**src/rtl/xor_descrambler.sv**
```systemverilog
// rtl/xor_descrambler.sv - Valid/ready XOR descrambler using a reseedable 16-bit LFSR keystream.
// Optional out_parity port is enabled with XOR_DESCRAMBLER_PARITY_EN.
module xor_descrambler #(
    parameter int          WIDTH = 8,
    parameter logic [15:0] SEED  = 16'hACE1
) (
    input  logic             clk,
    input  logic             rst_n,
    input  logic             seed_load,
    input  logic [15:0]      seed,
    input  logic             in_valid,
    output logic             in_ready,
    input  logic [WIDTH-1:0] in_data,
    output logic             out_valid,
    input  logic             out_ready,
    output logic [WIDTH-1:0] out_data,
    output logic [15:0]      word_count
`ifdef XOR_DESCRAMBLER_PARITY_EN
    ,
    output logic             out_parity
`endif
);

    typedef enum logic {
        EMPTY = 1'b0,
        FULL  = 1'b1
    } state_t;

    state_t           state_q, state_d;
    logic [15:0]      lfsr_q, lfsr_d;
    logic [WIDTH-1:0] data_q, data_d;
    logic [15:0]      count_q, count_d;
    logic             accept;
    logic             fb;
    logic [WIDTH-1:0] plain;

    assign out_valid  = (state_q == FULL);
    // Reseeding blocks input so a word is never descrambled with a half-updated keystream.
    assign in_ready   = !seed_load && (!out_valid || out_ready);
    assign accept     = in_valid && in_ready;
    assign fb         = lfsr_q[15] ^ lfsr_q[13] ^ lfsr_q[12] ^ lfsr_q[10];
    assign plain      = in_data ^ lfsr_q[WIDTH-1:0];
    assign out_data   = data_q;
    assign word_count = count_q;

    always_ff @(posedge clk or negedge rst_n) begin
        if (!rst_n) begin
            state_q <= EMPTY;
            lfsr_q  <= SEED;
            data_q  <= '0;
            count_q <= '0;
        end else begin
            state_q <= state_d;
            lfsr_q  <= lfsr_d;
            data_q  <= data_d;
            count_q <= count_d;
        end
    end

    always_comb begin
        state_d = state_q;
        lfsr_d  = lfsr_q;
        data_d  = data_q;
        count_d = count_q;

        // A zero seed would lock the LFSR at zero, so fall back to SEED.
        if (seed_load) begin
            lfsr_d = (seed == 16'h0000) ? SEED : seed;
        end else if (accept) begin
            lfsr_d = {lfsr_q[14:0], fb};
        end

        if (accept) begin
            data_d  = plain;
            count_d = count_q + 16'd1;
        end

        case (state_q)
            EMPTY: if (accept) state_d = FULL;
            FULL: begin
                if (accept) begin
                    state_d = FULL;
                end else if (out_ready) begin
                    state_d = EMPTY;
                end
            end
            default: state_d = EMPTY;
        endcase
    end

`ifdef XOR_DESCRAMBLER_PARITY_EN
    logic parity_q;

    assign out_parity = parity_q;

    always_ff @(posedge clk or negedge rst_n) begin
        if (!rst_n) begin
            parity_q <= 1'b0;
        end else if (accept) begin
            parity_q <= ^plain;
        end
    end
`endif

endmodule

```
**config.mk**
```make
export PLATFORM = sky130hd
export DESIGN_NAME = xor_descrambler
export DESIGN_NICKNAME = d
export VERILOG_FILES = /design/src/rtl/xor_descrambler.sv
export SDC_FILE = /design/constraint.sdc
export NUM_CORES = 1
export LEC_CHECK = 0
export BUFFER_PORTS_ARGS = -buffer_cell sky130_fd_sc_hd__buf_4
export CORE_UTILIZATION = 39
export DETAILED_ROUTE_END_ITERATION = 16
export HOLD_SLACK_MARGIN = 0.05
export PLACE_DENSITY = 0.66
export SLEW_MARGIN = 40
export SYNTH_ARGS = -nofsm -noshare
export SYNTH_HDL_FRONTEND = slang
export SYNTH_SLANG_ARGS = --single-unit
```
**constraint.sdc**
```tcl
create_clock -name clk -period 1.1 [get_ports clk]
set_input_delay 0.055 -clock clk [delete_from_list [all_inputs] [get_ports clk]]
set_output_delay 0.055 -clock clk [all_outputs]
set_load 0.05 [all_outputs]
```
==> out/results.ini <==
[global_routing]
grtUsageMet1=0.245
grt_util_met2=0.294
global_route.usage.met3=0.0472
first_global_vias=1565
gr-usage-all-layers=0.184
global_route_wire_length_before_repair_um=7390
antenna_found_initial=0
grt_start_max_net_pins=42
globalRouteOverflowTotal=0
global_route.peak_usage_layer=met2

[outcome]
status=finished with violations
violations_in_the_final_reports=negative setup slack

[clock_tree]
htree_levels=2
tritoncts_buffers=5
clk_pin_slew_ns=0.08
cts_root_buf=clkbuf_8
tritoncts_clock_tree=done
worst_skew_pair.late_latency_ns=0.30
cts_max_path_buffers=2
tritoncts_num_sinks=41

[floorplanning]
dieHeight_um=72.5
placement_row_count=25
die_w_um=72.5
ioPinCount=55
floorplan.initialDensity=0.408
fp.dieArea_um2=5260
coreArea_um2=4750

[detailed_routing]
drt_iter0_drc=47
vias=1624
drc=0
drt-total-wl_um=4570
number_of_routed_nets_with_antenna_violations=0
vias_per_cell=4.83
wl_per_cell_um=13.6
drt_pass1_iterations=4

[pwr]
power.share.switching=0.354
power.share.sequential=0.371
power.switching_mw=1.93
cell_internal_pwr_mw=3.52
pwr-share-comb=0.397
total_leakage_power_nw=1.43
power.share.clock=0.232
pwr_density_cell_nw_per_um2=1710
max-vdd-ir-drop_mv=0.813

[setup_path]
setup.worst_path.class=flop to flop
crit_path_dat_ns=1.50
critical_path_peak_fanout=7
timing.critical_path.from_type=flop
crit_path_end_kind=flop
worst-endpoint-required_ns=1.28
reg2reg_setup_slack_ns=-0.22

[synthesis]
syn-instance-count=167
ys.flop_type=dfrtp_1
yosys.area.top_type_share=0.426
syn-num-nets=197
post_synth_instance_area_um2=1940
synth.top_cells.by_area=dfrtp_1 43%, dfstp_2 11%, xnor2_1 9.5%
yosysWarningCount=0
syn_avg_cell_area_um2=11.6
ys_ff_latch=41
asyncSetResetFlopFracSynth=1.00
number_of_flops_mapped_to_enable_cells_by_yosys=0
synth.top_cells.by_count=33 x dfrtp_1, 21 x xnor2_1, 14 x nand2_1, 10 x nor2_1, 9 x a21oi_1
synth_area_leader_cell=dfrtp_1
synth_cell_types=31
seq_area_frac_synth=0.534
yosys.cell_count.top_type=dfrtp_1

[final_layout]
insertedDiodeCount=0
final_nets=298
post_route_cells_drive_above_1_share=0.528
layoutNonFillerInstCount=336
area_growth_syn_to_layout_pct=64.4
finish.instance_area_um2=3190

[timing]
worst_pin_slew_ns=0.502
timing.final.hold_violations=0
fin_ws_ns=-0.221
number_of_failing_setup_endpoints_in_the_final_timing_report=40
rsz_0062_raised_after_global_routing=yes
max_clock_freq_mhz=757
max_slew_margin=0.665
min_period_ns=1.32
worst_clock_skew_ns=0.00800
slew_viol_final=0
final_min_period_over_clock_period=1.20

[job]
maxCapViolCount=0

[placement]
placement.setup.worst_slack_ns=-0.287
routabilityCongestion=0.685
place.detailed.hpwl_um=3050
portBuffers=54
numPlacedInstances=304
detailed_place.area_um2=2630

[hold_path]
hold_class=input pin to flop

==> area by class of cell <==
class / instances / area [µm²]
Fill cell: 387 / 1560
Clock buffer: 7 / 86.3
Multi-Input combinational cell: 119 / 1020
Timing Repair Buffer: 101 / 922
Sequential cell: 41 / 1050
Clock inverter: 1 / 30.0
Tap cell: 67 / 83.8
==> stage by stage <==
stage          total power, mW  hold WS, ns  utilization  TNS [ns]
2_1_floorplan             3.13       -0.241            -    -13.35
3_3_place_gp              3.83       0.0704        0.553     -6.68
3_5_place_dp              3.86       0.0681        0.553     -7.73
4_1_cts                   5.32       0.0547        0.644     -6.12
5_1_grt                   5.71       0.0512        0.671     -7.54
6_report                  5.45       0.0578        0.671     -5.50
==> critical path, cell delays in order, from the launching register on <==
cell and delay (ns):
dfrtp_2 0.36, nor2b_4 0.28, nor2_4 0.06, or2_4 0.27
o221a_1 0.24
==> metal layers <==
layer  routed length, µm  up-vias
met1                2040      777
li1                    -      799
met2                2280       41
met3                 189        7
met5                   0        -
met4                  53        0
==> registers in the layout, summed over array words and instances (netlist names) <==
name        count
word_count     16
out_data        8
lfsr_q         16
out_valid       1
==> power groups by stage <==
stage,logic (mW),registers [mW],clock network [mW]
after floorplan,0.460,2.67,0
after global placement,1.80,2.03,0
after detailed placement,1.82,2.03,0
after CTS,2.01,2.02,1.29
after global routing,2.29,2.06,1.36
final,2.17,2.02,1.26
==> what timing repair did <==
item | in CTS | in global routing
hold buffers | 16 | 0
setup buffers | 6 | 2
endpoints found under the setup margin | 45 | 52
gates resized for setup | 22 | 25
endpoints found under the hold margin | 48 | 0
pin swaps | 20 | 5
==> layout by cell type, fill, tap and decap left out, types with 3 or more instances in the layout <==
cell type | synthesis | routed
dfstp_2 | 8 | 8
dfrtp_1 | 33 | 24
xnor2_1 | 21 | 19
nor4_1 | 4 | 4
buf_8 | 0 | 3
mux2i_1 | 3 | 3
nand2b_1 | 8 | 8
xor2_1 | 5 | 5
dfrtp_2 | 0 | 9
buf_12 | 0 | 3
o221a_1 | 7 | 7
nand4_1 | 3 | 3
buf_4 | 2 | 62
buf_6 | 2 | 17
o21ai_0 | 8 | 7
nor2_1 | 10 | 8
a21oi_1 | 9 | 8
nand2_1 | 14 | 10
clkbuf_8 | 0 | 6
a22oi_2 | 0 | 7
dlygate4sd3_1 | 0 | 16
==> path summary, 6_finish.rpt <==
| path | end | cells past startpoint | startpoint |
|---|---|---|---|
| setup / recovery | lfsr_q[14]$_DFFE_PN0P_ | 4 | out_valid$_DFF_PN0_ |
| hold / removal | out_data[1]$_DFFE_PN0P_ | 3 | in_data[1] |
| setup reg to reg | lfsr_q[14]$_DFFE_PN0P_ | 4 | out_valid$_DFF_PN0_ |
| hold reg to reg | word_count[15]$_DFFE_PN0P_ | 1 | word_count[15]$_DFFE_PN0P_ |
| max in group asynchronous | out_valid$_DFF_PN0_ | 2 | rst_n |
| min in group asynchronous | word_count[6]$_DFFE_PN0P_ | 2 | rst_n |
==> kinds of logic after synthesis <==
kind of cell	after synthesis	share of synthesized area
compound gates	31	0.112
xor+xnor	26	0.117
fa+ha+maj	1	0.00645
buf+inv	7	0.0264
flops	41	0.534
mux	4	0.0213
simple gates	57	0.183
Power figures use the tool's default switching activity.
